File: src/rtl/stream_burst_source.sv
// stream_burst_source
//   Emits bursts of incrementing data beats on a valid/ready stream.
//   A burst is requested with a start pulse while idle. Its length, the
//   number of idle cycles after each accepted non-final beat, and the
//   value of beat 0 are captured at that moment. Beat i carries
//   (seed + i) mod 2^DATA_WIDTH. A burst can be cut short with abort.
//
// Ports
//   clk, rst                 clock, synchronous active-high reset
//   start                    burst request, only honoured while idle
//   burst_len                beats in the burst (0 = empty burst)
//   gap_cycles               idle cycles after each accepted non-final beat
//   seed                     value of beat 0
//   abort                    end the burst early
//   out_valid/out_ready      stream handshake
//   out_data, out_last       beat payload and final-beat marker
//   busy                     not idle
//   done, aborted            end-of-burst pulse and its "ended by abort" flag
//   beat_count               beats accepted in the current/most recent burst
module stream_burst_source #(
    parameter int DATA_WIDTH = 32,
    parameter int LEN_WIDTH  = 16,
    parameter int GAP_WIDTH  = 8
) (
    input  logic                  clk,
    input  logic                  rst,
    input  logic                  start,
    input  logic [LEN_WIDTH-1:0]  burst_len,
    input  logic [GAP_WIDTH-1:0]  gap_cycles,
    input  logic [DATA_WIDTH-1:0] seed,
    input  logic                  abort,
    output logic                  out_valid,
    input  logic                  out_ready,
    output logic [DATA_WIDTH-1:0] out_data,
    output logic                  out_last,
    output logic                  busy,
    output logic                  done,
    output logic                  aborted,
    output logic [LEN_WIDTH-1:0]  beat_count
);

    typedef enum logic [1:0] {IDLE, SEND, GAP, FIN} state_t;

    localparam logic [LEN_WIDTH-1:0] LEN_ONE = LEN_WIDTH'(1);
    localparam logic [GAP_WIDTH-1:0] GAP_ONE = GAP_WIDTH'(1);

    state_t                state, state_nxt;
    logic [LEN_WIDTH-1:0]  len_q;
    logic [GAP_WIDTH-1:0]  gap_q;
    logic [DATA_WIDTH-1:0] seed_q;
    logic [GAP_WIDTH-1:0]  gap_cnt;
    logic [LEN_WIDTH-1:0]  beat_cnt;
    logic                  abort_pend;
    logic                  aborted_q;

    logic is_last;
    logic stop_req;

    // beat_cnt doubles as the index of the beat currently presented
    assign is_last  = (beat_cnt == len_q - LEN_ONE);
    // an abort seen while a beat is pending (now or earlier) ends the burst
    // once that beat has been accepted
    assign stop_req = abort_pend | abort;

    always_ff @(posedge clk) begin
        if (rst) state <= IDLE;
        else     state <= state_nxt;
    end

    always_comb begin
        state_nxt = state;
        case (state)
            IDLE: if (start) state_nxt = (burst_len == '0) ? FIN : SEND;
            SEND: if (out_ready) begin
                if (is_last || stop_req) state_nxt = FIN;
                else if (gap_q != '0)    state_nxt = GAP;
            end
            GAP:  begin
                if (abort)                 state_nxt = FIN;
                else if (gap_cnt == GAP_ONE) state_nxt = SEND;
            end
            FIN:  state_nxt = IDLE;
            default: state_nxt = IDLE;
        endcase
    end

    always_ff @(posedge clk) begin
        if (rst) begin
            len_q      <= '0;
            gap_q      <= '0;
            seed_q     <= '0;
            gap_cnt    <= '0;
            beat_cnt   <= '0;
            abort_pend <= 1'b0;
            aborted_q  <= 1'b0;
        end else begin
            case (state)
                IDLE: if (start) begin
                    len_q      <= burst_len;
                    gap_q      <= gap_cycles;
                    seed_q     <= seed;
                    beat_cnt   <= '0;
                    abort_pend <= 1'b0;
                    aborted_q  <= 1'b0;
                end
                SEND: begin
                    if (abort) abort_pend <= 1'b1;
                    if (out_ready) begin
                        beat_cnt <= beat_cnt + LEN_ONE;
                        gap_cnt  <= gap_q;
                        if (is_last || stop_req) aborted_q <= stop_req;
                    end
                end
                GAP: begin
                    gap_cnt <= gap_cnt - GAP_ONE;
                    if (abort) aborted_q <= 1'b1;
                end
                FIN: abort_pend <= 1'b0;
                default: ;
            endcase
        end
    end

    // Outputs depend only on registered state, so a presented beat cannot
    // change until the handshake completes.
    assign out_valid  = (state == SEND);
    assign out_data   = out_valid ? seed_q + DATA_WIDTH'(beat_cnt) : '0;
    assign out_last   = out_valid && is_last;
    assign busy       = (state != IDLE);
    assign done       = (state == FIN);
    assign aborted    = aborted_q;
    assign beat_count = beat_cnt;

endmodule

File: config.mk
export PLATFORM = sky130hd
export DESIGN_NAME = stream_burst_source
export DESIGN_NICKNAME = d
export VERILOG_FILES = /design/src/rtl/stream_burst_source.sv
export SDC_FILE = /design/constraint.sdc
export NUM_CORES = 1
export LEC_CHECK = 0
export CORE_ASPECT_RATIO = 0.7
export CORE_MARGIN = 2
export CORE_UTILIZATION = 47
export DETAILED_ROUTE_END_ITERATION = 10
export GPL_ROUTABILITY_DRIVEN = 0
export PLACE_DENSITY = 0.78
export SLEW_MARGIN = 30
export SYNTH_ARGS = -nofsm -noshare
export SYNTH_HDL_FRONTEND = slang
export SYNTH_SLANG_ARGS = --single-unit
File: constraint.sdc
create_clock -name clk -period 3.19 [get_ports clk]
set_clock_uncertainty 0.15 [all_clocks]
set_input_delay 0.7975 -clock clk [delete_from_list [all_inputs] [get_ports clk]]
set_output_delay 0.7975 -clock clk [all_outputs]
set_load 0.005 [all_outputs]
==> impl_metrics.json <==
{
  "power_frac_comb": 0.420,
  "syn_nets": 804,
  "grt_antenna_before_repair": 0,
  "n_antenna_cell": 0,
  "power_leakage_nw": 3.261,
  "reg2reg_setup_slack_ns": 0.08,
  "grt_pass1_wl_mm": 28.37,
  "cts_max_level": 3,
  "avgViaCountPerCell": 5.646,
  "slew_headroom": 0.3754,
  "grt_start_max_net_pins": 49,
  "routed_wire_length_per_instance_um": 16.80,
  "remaining_drc_errors": 0,
  "initialDrtViolationCount": 432,
  "sw_share": 0.3808,
  "tritoncts_clock_tree": "built",
  "power_frac_clock": 0.262,
  "cts-root-to-sink-buffers": 2,
  "finalHoldWorstSlack_ns": 0.3209,
  "std_cell_rows": 32,
  "core_region_area_sq_um": 10970,
  "postRouteAntennaNets": 0,
  "r2r.worst_path.cells": 10,
  "grt_pass1_vias": 5980,
  "violations": "setup timing",
  "dominantRegCellSynth": "dfxtp_1",
  "synth_area_sq_um": 5278,
  "total_switching_power_w": 0.001634,
  "crit_path_top_delay_cell": "fa_2",
  "internal_power_w": 0.002657,
  "fp.dieArea_sq_um": 12110,
  "post-place-cells": 1032,
  "finalNetCount": 1006,
  "cts-buffers-inserted": 9,
  "finalSetupViolCount": 27,
  "syn_to_final_growth_pct": 50.47,
  "post_route_cells_drive_above_1_share": 0.2597,
  "timing.hold.worst.class": "flop to flop",
  "timing_worst_setup_path_type": "flop to primary output",
  "totalPowerFinal_w": 0.004291,
  "number_of_violations_of_the_max_capacitance_limit": 0,
  "yosysWarningCount": 0,
  "dieWidth_um": 130.7,
  "synth_enable_flop_cells": 0,
  "sequentialPowerShare": 0.318,
  "floorplan.initialDensity": 0.4811,
  "fill_cells": 812,
  "achievable-frequency_mhz": 257.4,
  "post-route-util": 0.7239,
  "io_pins": 114,
  "cp_slowest_stage_delay_ns": 0.40,
  "fin_setup_tns_ns": -12.52,
  "yosysSeqAreaShare": 0.3186,
  "synth_cell_type_count": 57,
  "layout.cells.non_filler": 1077,
  "port_buffers": 113,
  "fin_crit_sh": 1.218,
  "num_vias": 6081,
  "rr_endpoint": "aborted",
  "dp_hpwl_mm": 11.89,
  "postSynthRegisterBits": 84,
  "critPathRequiredTime_ns": 2.24,
  "clock_tree.root_cell": "clkbuf_16",
  "routed_wl_mm": 18.10,
  "endpoint_kind": "primary output",
  "fp.dieH_um": 92.66,
  "critical_path.startpoint_type": "flop",
  "critPathArrivalTime_ns": 2.94,
  "worstSetupStartpoint": "beat_count[1]",
  "cts.clk_slew.worst_paths_ns": 0.07,
  "clk-insertion-delay-late_ns": 0.34,
  "hold_viol": 0,
  "async_reset_ff_frac": 0,
  "critical_path.cell_chain": "buf_4, fa_2, a21oi_2, o21bai_2, a211oi_2, o311ai_2, a41oi_2, buf_4, buf_4, buf_6, nor3b_2, xnor2_1, nor2_1, buf_2",
  "cp_common_cell": "buf_4",
  "postLayoutSetupSlackWorst_ns": -0.6957,
  "timing_max_transition_violations_final": 0,
  "period_needed_ns": 3.886,
  "crit_path_end": "out_data[30]",
  "worstMarginPinSlew_ns": 0.9369,
  "cts.sink_count": 84,
  "worst_hold_path.num_cells": 2,
  "grt_setup_unrepaired": "yes",
  "grt_usage": 0.2911,
  "vdd_drop_max_mv": 0.3081,
  "gr-total-overflow": 0,
  "outcome": "finished with violations",
  "power_density_nw_per_um2": 540.3,
  "syn-instance-count": 717,
  "synthesis.area_per_instance_sq_um": 7.361,
  "worstPathMaxFanout": 3,
  "worstReg2RegStart": "len_q[0]",
  "drtPass1Iterations": 5
}
-- flip-flops by register name, indices dropped and copies added, names as in the netlist --
name        cells
abort_pend      1
aborted         1
beat_count     16
gap_cnt         8
gap_q           8
len_q          16
seed_q         32
state           2
-- what timing repair did --
item / 4_1_cts / 5_1_grt
cloned: 1 / 0
gates resized for setup: 162 / 45
setup buffers: 25 / 11
endpoints found under the hold margin: 0 / 0
hold buffers: 0 / 0
setup endpoints to repair: 29 / 33
pin swaps: 41 / 53
-- power by group through the flow --
stage / logic (W) / clock network, W / registers [W]
floorplan: 0.00106 / 0 / 0.00134
global placement: 0.00166 / 0 / 0.00136
detailed placement: 0.00171 / 0 / 0.00137
CTS: 0.00173 / 0.00112 / 0.00135
global route: 0.00197 / 0.00116 / 0.00138
finish: 0.00180 / 0.00112 / 0.00136
-- worst max-delay path, delay by kind of cell, from the launching register on --
kind                       cells  cell delay, ns
xor gates and xnor gates       1            0.12
adders and majority gates      1            0.40
buffers and inverters          5            0.66
DFF                            1            0.33
AOI/OAI and AO/OA              5            0.93
and+or+nand+nor                2            0.13
-- logic make-up (layout without fill, tap and decap cells) --
family,after synthesis,count (layout),share of synthesized area
buffers and inverters,53,260,0.03769
flip-flops,84,84,0.3186
XOR/XNOR,54,54,0.08962
multiplexers,8,8,0.01541
AND/OR/NAND/NOR,317,317,0.2828
adder cells (fa/ha/maj),26,26,0.06306
AO/OA/AOI/OAI,175,175,0.1927
-- routing by layer --
layer / up-vias / share of wire / GRT usage
li1: 2887 / - / -
met1: 2904 / 0.42 / 0.3718
met2: 251 / 0.49 / 0.4970
met3: 39 / 0.071 / 0.06181
met4: 0 / 0.019 / 0.07890
met5: - / 0 / 0
-- through the flow --
| stage | setup WS (ns) | cell area (sq um) |
|---|---|---|
| after CTS | -0.7056 | 7761 |
| final | -0.6957 | 7941 |
| after global routing | -0.7755 | 7941 |
| after detailed placement | -0.5395 | 7134 |
| after global placement | -0.4892 | 7134 |
| after floorplan | 0.01859 | 5310 |
-- worst min-delay path by stage --
stage / start / endpoint / slack (ns)
floorplan: seed_q[10] / seed_q[10] / 0.29
detailed placement: seed_q[4] / seed_q[4] / 0.31
global placement: seed_q[15] / seed_q[15] / 0.30
global route: seed_q[11] / seed_q[11] / 0.35
CTS: seed_q[14] / seed_q[14] / 0.32
finish: seed_q[14] / seed_q[14] / 0.32
-- cell usage after synthesis, types with 9 or more instances --
| master | instances | share of area |
|---|---|---|
| ha_1 | 25 | 0.059 |
| clkbuf_1 | 36 | 0.026 |
| a21o_1 | 9 | 0.013 |
| o21ai_0 | 22 | 0.021 |
| dfxtp_1 | 84 | 0.32 |
| nand2_1 | 142 | 0.10 |
| nor2b_1 | 13 | 0.015 |
| xnor2_1 | 26 | 0.043 |
| nand3_1 | 12 | 0.011 |
| nor2_1 | 71 | 0.050 |
| xor2_1 | 28 | 0.046 |
| and3_1 | 9 | 0.011 |
| inv_1 | 15 | 0.011 |
| a21oi_1 | 101 | 0.096 |
| or3_1 | 14 | 0.017 |
-- layout by cell type, fill, tap and decap left out, types with 3 or more instances in the layout --
master	count
nand4_1	7
nand2_1	140
and4_1	3
nor3_1	6
and3_1	8
and2_1	5
a21oi_4	4
a21oi_1	85
buf_6	16
a21oi_2	12
buf_2	27
nor2b_1	10
a21o_1	9
nand3_1	11
nor3b_1	3
clkdlybuf4s50_1	82
ha_1	16
o211ai_1	4
nand2b_1	8
mux2i_1	7
dfxtp_1	71
o21ai_2	5
a21boi_2	3
xnor2_2	4
nor2_1	71
nor4b_1	4
buf_4	99
clkbuf_16	10
a211oi_1	5
o21ai_1	3
o21ai_0	16
or3_1	12
dfxtp_2	11
xor2_1	28
o22ai_1	6
ha_4	8
inv_1	14
nor4_1	7
xnor2_1	22
-- final cells by class --
cell class              count  area [sq um]  share of cell area
inverters                  16         60.06            0.007563
multi-input cells         580          3759              0.4733
flip-flops and latches     84          1703              0.2144
clock buffers              10         250.2             0.03151
well taps                 153         191.4             0.02411
clock inverters             6         67.56            0.008508
repair buffers            228          1911              0.2406
(Power assumes the default switching activity.)
